### src/rtl/seg7_scan_decoder.sv
`default_nettype none
// ============================================================================
// seg7_scan_decoder: rebuilds MM:SS frames from a scanned 4-digit 7-seg bus. Rev 1.0
// ============================================================================
module seg7_scan_decoder #(
  parameter bit          CC            = 1'b1,
  parameter int unsigned STABLE_CYCLES = 4,
  parameter int unsigned TIMEOUT       = 2000
) (
  input  logic        clk,
  input  logic        rst,
  input  logic [6:0]  seven_seg_in,
  input  logic [3:0]  digit_en_in,
  input  logic        err_clr,
  output logic [15:0] time_bcd,
  output logic        frame_valid,
  output logic [15:0] frame_cnt,
  output logic        seg_err,
  output logic        en_err,
  output logic        stale
);

  localparam logic [7:0]  c_QUAL    = 8'(STABLE_CYCLES - 1);
  localparam logic [31:0] c_TIMEOUT = 32'(TIMEOUT);

  // Returns {valid, digit} for a normalized (0 = lit) segment pattern.
  function automatic logic [4:0] decode(input logic [6:0] s);
    case (s)
      7'b0000001: decode = {1'b1, 4'd0};
      7'b1001111: decode = {1'b1, 4'd1};
      7'b0010010: decode = {1'b1, 4'd2};
      7'b0000110: decode = {1'b1, 4'd3};
      7'b1001100: decode = {1'b1, 4'd4};
      7'b0100100: decode = {1'b1, 4'd5};
      7'b0100000: decode = {1'b1, 4'd6};
      7'b0001111: decode = {1'b1, 4'd7};
      7'b0000000: decode = {1'b1, 4'd8};
      7'b0000100: decode = {1'b1, 4'd9};
      default:    decode = {1'b0, 4'd0};
    endcase
  endfunction

  logic [10:0] r_sync1, r_sync2, r_prev;
  logic [7:0]  r_stab;
  logic        r_done;
  logic [15:0] r_shadow;
  logic [3:0]  r_mask;
  logic [15:0] r_time;
  logic        r_fv;
  logic [15:0] r_fcnt;
  logic        r_seg_err, r_en_err;
  logic [31:0] r_to;

  logic [10:0] w_pat;
  logic        w_change, w_qual;
  logic [3:0]  w_cap_en;
  logic [4:0]  w_dec;
  logic        w_blank, w_multi, w_onehot;
  logic        w_cap_ok, w_seg_bad, w_en_bad, w_mask_full;

  assign w_pat    = CC ? ~r_sync2 : r_sync2;
  assign w_change = (w_pat != r_prev);

  // r_prev is the pattern under test; r_stab == k means it has held k+1 cycles.
  assign w_qual   = (r_stab == c_QUAL) && !r_done;
  assign w_cap_en = r_prev[10:7];
  assign w_dec    = decode(r_prev[6:0]);
  assign w_blank  = (w_cap_en == 4'd0);
  assign w_multi  = ((w_cap_en & (w_cap_en - 4'd1)) != 4'd0);
  assign w_onehot = !w_blank && !w_multi;

  assign w_cap_ok    = w_qual && w_onehot && w_dec[4];
  assign w_seg_bad   = w_qual && w_onehot && !w_dec[4];
  assign w_en_bad    = w_qual && w_multi;
  assign w_mask_full = (r_mask == 4'hF);

  always_ff @(posedge clk or posedge rst) begin
    if (rst) begin
      r_sync1 <= '0;
      r_sync2 <= '0;
      r_prev  <= '0;
      r_stab  <= '0;
      r_done  <= 1'b0;
    end else begin
      r_sync1 <= {digit_en_in, seven_seg_in};
      r_sync2 <= r_sync1;
      r_prev  <= w_pat;
      if (w_change) begin
        r_stab <= '0;
        r_done <= 1'b0;
      end else begin
        if (r_stab != 8'hFF) r_stab <= r_stab + 8'd1;
        if (w_qual) r_done <= 1'b1;
      end
    end
  end

  always_ff @(posedge clk or posedge rst) begin
    if (rst) begin
      r_shadow  <= '0;
      r_mask    <= '0;
      r_time    <= '0;
      r_fv      <= 1'b0;
      r_fcnt    <= '0;
      r_seg_err <= 1'b0;
      r_en_err  <= 1'b0;
      r_to      <= '0;
    end else begin
      for (int i = 0; i < 4; i++) begin
        if (w_cap_ok && w_cap_en[i]) r_shadow[4*i +: 4] <= w_dec[3:0];
      end
      // A capture landing on the frame-close cycle survives the mask clear.
      r_mask <= (w_mask_full ? 4'h0 : r_mask) | (w_cap_ok ? w_cap_en : 4'h0);
      r_fv   <= w_mask_full;
      if (w_mask_full) begin
        r_time <= r_shadow;
        r_fcnt <= r_fcnt + 16'd1;
      end
      r_seg_err <= w_seg_bad || (r_seg_err && !err_clr);
      r_en_err  <= w_en_bad  || (r_en_err  && !err_clr);
      if (w_cap_ok)              r_to <= '0;
      else if (r_to != c_TIMEOUT) r_to <= r_to + 32'd1;
    end
  end

  assign time_bcd    = r_time;
  assign frame_valid = r_fv;
  assign frame_cnt   = r_fcnt;
  assign seg_err     = r_seg_err;
  assign en_err      = r_en_err;
  assign stale       = (r_to == c_TIMEOUT);

endmodule
`default_nettype wire
### config.mk
export PLATFORM = sky130hd
export DESIGN_NAME = seg7_scan_decoder
export DESIGN_NICKNAME = d
export VERILOG_FILES = /design/src/rtl/seg7_scan_decoder.sv
export SDC_FILE = /design/constraint.sdc
export NUM_CORES = 1
export LEC_CHECK = 0
export CORE_MARGIN = 5
export CORE_UTILIZATION = 58
export CTS_CLUSTER_SIZE = 12
export DETAILED_ROUTE_END_ITERATION = 6
export PLACE_DENSITY = 0.87
export SETUP_SLACK_MARGIN = 0.1
export SLEW_MARGIN = 20
export SYNTH_ARGS = -nofsm -noshare
export SYNTH_HDL_FRONTEND = slang
export SYNTH_SLANG_ARGS = --single-unit
export TNS_END_PERCENT = 50
### constraint.sdc
create_clock -name clk -period 5.4 [get_ports clk]
set_clock_uncertainty 0.05 [all_clocks]
set_input_delay 1.08 -clock clk [delete_from_list [all_inputs] [get_ports clk]]
set_output_delay 1.08 -clock clk [all_outputs]
set_load 0.01 [all_outputs]
==> out/qor.txt <==
DRC = 0
Drt first pass iters = 5
Fraction of final layout cells sized beyond drive strength 1 = 9.37%
Worst EP arrival = 2.61 ns
Pwr Total = 2.24 mW
VDD IR max = 181 uV
Final hold vios = 0
CP cell instances = nor4_1 -> nand4_1 -> nor2_1 -> and2_1 -> clkdlybuf4s50_1
Slowest CP cell = clkdlybuf4s50_1
First-pass GRT wire length = 22,800 um
Wl on met1 = 5520 um
Post-cts gate resize count = 0
Worst Setup Start Kind = register
Post-route ant nets = 0
Synth area leader = dfrtp_1
Async set-reset flop share out of synthesis = 100%
Die area = 12,400 sq um
Final Critical Period = 3.74 ns
Total wire length = 13,100 um
Gr usage total = 22.1%
Yosys top cell area share = 54.0%
Most common cell in the netlist = dfrtp_1
Placed cell area = 6550 sq um
Worst-Margin Slew = 0.792 ns
Sequential share of the synthesized area = 54.0%
Area Growth Syn to Fin = 19.9%
Netlist cell types = 65
Root buffer cell = clkbuf_8
Status = complete, no violations
Hold Path Class = register to register
Top routing layer in use = met4
Vias in the first global route = 4,707
Met2 WL = 6530 um
Maximum root-to-sink buffer count = 2
Inserted Diodes = 0
Setup Total Neg Slack = 0 ns
Drt first-iter violations = 316
H-tree depth = 4
Die W = 112 um
Hold buffers post-CTS = 0
Post-Syn Nets = 591
Max-slew violations = 0
Register bit total from synthesis = 129
RSZ-0062 raised after global routing = false
Dominant cells by area after synthesis = dfrtp_1, nand2_1, xor2_1
P_leak = 3.13 nW
Nets = 635
Post-DP HPWL = 8320 um
Worst-skew pair later-pin latency = 0.51 ns
Top FF cell, synth = dfrtp_1
WL per Instance = 17.1 um
Starting Density = 58.7%
Post-synth EDFFs = 0
CP Class = register to output pin
Critical Path Fanout Max = 6
CTS tree = yes
Final setup fails = 0
DR vias = 4,629
IO Count = 50
Core Area = 10,200 sq um
Cell Area, Synth = 5980 sq um
Clk sink count = 129
Power density cells = 312 nW/um^2
Rows = 37
Post-CTS Setup Inserts = 0
Relative slew slack = 47.2%
Most common library cells after synthesis = dfrtp_1, nand2_1, inv_1
Port bufs = 49
Mean post-synth cell area = 10.4 sq um
Worst EP required = 4.27 ns
Yosys warns = 0
Crit. End Element = output pin
R2R setup slack = 2.88 ns
GRT overflow = 0
DR vias/cell = 6.04
CTS Buf Count = 17
Gate Count Post-Synth = 573
Slowest stage delay, CP = 0.54 ns
Routed wl met3 = 737 um
Tcrit/Tclk final = 69.3%
Clock-pin slew on the worst setup and hold paths = 0.06 ns
Max Clk Rate = 0.267 GHz
RD Place Congestion = 0.899
Design Area, Final = 7170 sq um
Antenna violations before repair = 0
Die H = 112 um
Max-cap violation count = 0
Largest net degree at the start of global routing = 66
final timing paths:
check / from / end / cells past startpoint
setup / recovery: r_to[12] / stale / 5
hold / removal: r_sync1[0] / r_sync2[0] / 0
setup reg to reg: r_to[6] / r_to[26] / 4
hold reg to reg: r_sync1[0] / r_sync2[0] / 0
max in group asynchronous: rst / r_to[13] / 3
min in group asynchronous: rst / r_sync2[8] / 2
power breakdown:
part / internal [mW] / switching [mW] / total (mW)
registers: 0.980 / 0.0158 / 0.995
logic: 0.0221 / 0.0367 / 0.0588
clock network: 0.765 / 0.421 / 1.19
total: 1.77 / 0.473 / 2.24
per-stage QoR:
stage / cells / utilization, % / hold WS, ns / setup slack [ns]
final: 766 / 70.4 / 0.296 / 1.66
after CTS: 766 / 70.4 / 0.298 / 1.71
after global routing: 766 / 70.4 / 0.311 / 1.59
after detailed placement: 734 / 64.3 / 0.285 / 2.35
after global placement: 734 / 64.3 / 0.282 / 2.41
after floorplan: 573 / - / 0.281 / 0.829
flip-flops by register name (all words and copies together) (netlist names):
register / count
en_err: 1
frame_cnt: 16
frame_valid: 1
r_done: 1
r_mask: 4
r_prev: 11
r_shadow: 16
r_stab: 8
r_sync1: 11
r_sync2: 11
r_to: 32
seg_err: 1
time_bcd: 16
area by class of cell:
| type | count | area [sq um] |
|---|---|---|
| Tap cell | 136 | 170 |
| Clock inverter | 12 | 181 |
| Fill cell | 716 | 3010 |
| Clock buffer | 20 | 435 |
| Timing Repair Buffer | 54 | 528 |
| Sequential cell | 129 | 3230 |
| Inverter | 33 | 126 |
| Multi-Input combinational cell | 382 | 2500 |
metal layers:
layer | vias up | track usage, %
li1 | 2159 | -
met1 | 2262 | 29.0
met2 | 177 | 36.2
met3 | 31 | 4.35
met4 | 0 | 9.00
met5 | - | 0
cell usage in the layout (no fill, tap or decap), types with 18 or more instances in the layout:
master	Yosys	final
dfrtp_1	129	129
xnor2_1	18	18
inv_1	33	32
nand2_1	61	61
nor2_1	21	21
nand4_1	25	25
nand3_1	20	20
xor2_1	24	24
o21ai_0	27	27
clkdlybuf4s50_1	0	49
cell families after synthesis:
group           share of synthesized area [%]
mux                                     0.921
buf+inv                                  4.16
flops                                    54.0
simple gates                             20.6
compound gates                           13.3
xor+xnor                                 6.15
fa+ha+maj                               0.837
worst max-delay path: cells and delay by family, from the launching register on:
| kind | cells | cell delay [ns] |
|---|---|---|
| buffers and inverters | 1 | 0.54 |
| flip-flops | 1 | 0.43 |
| AND/OR/NAND/NOR | 4 | 1.14 |
Note: power is estimated with default switching activity, not from simulation.
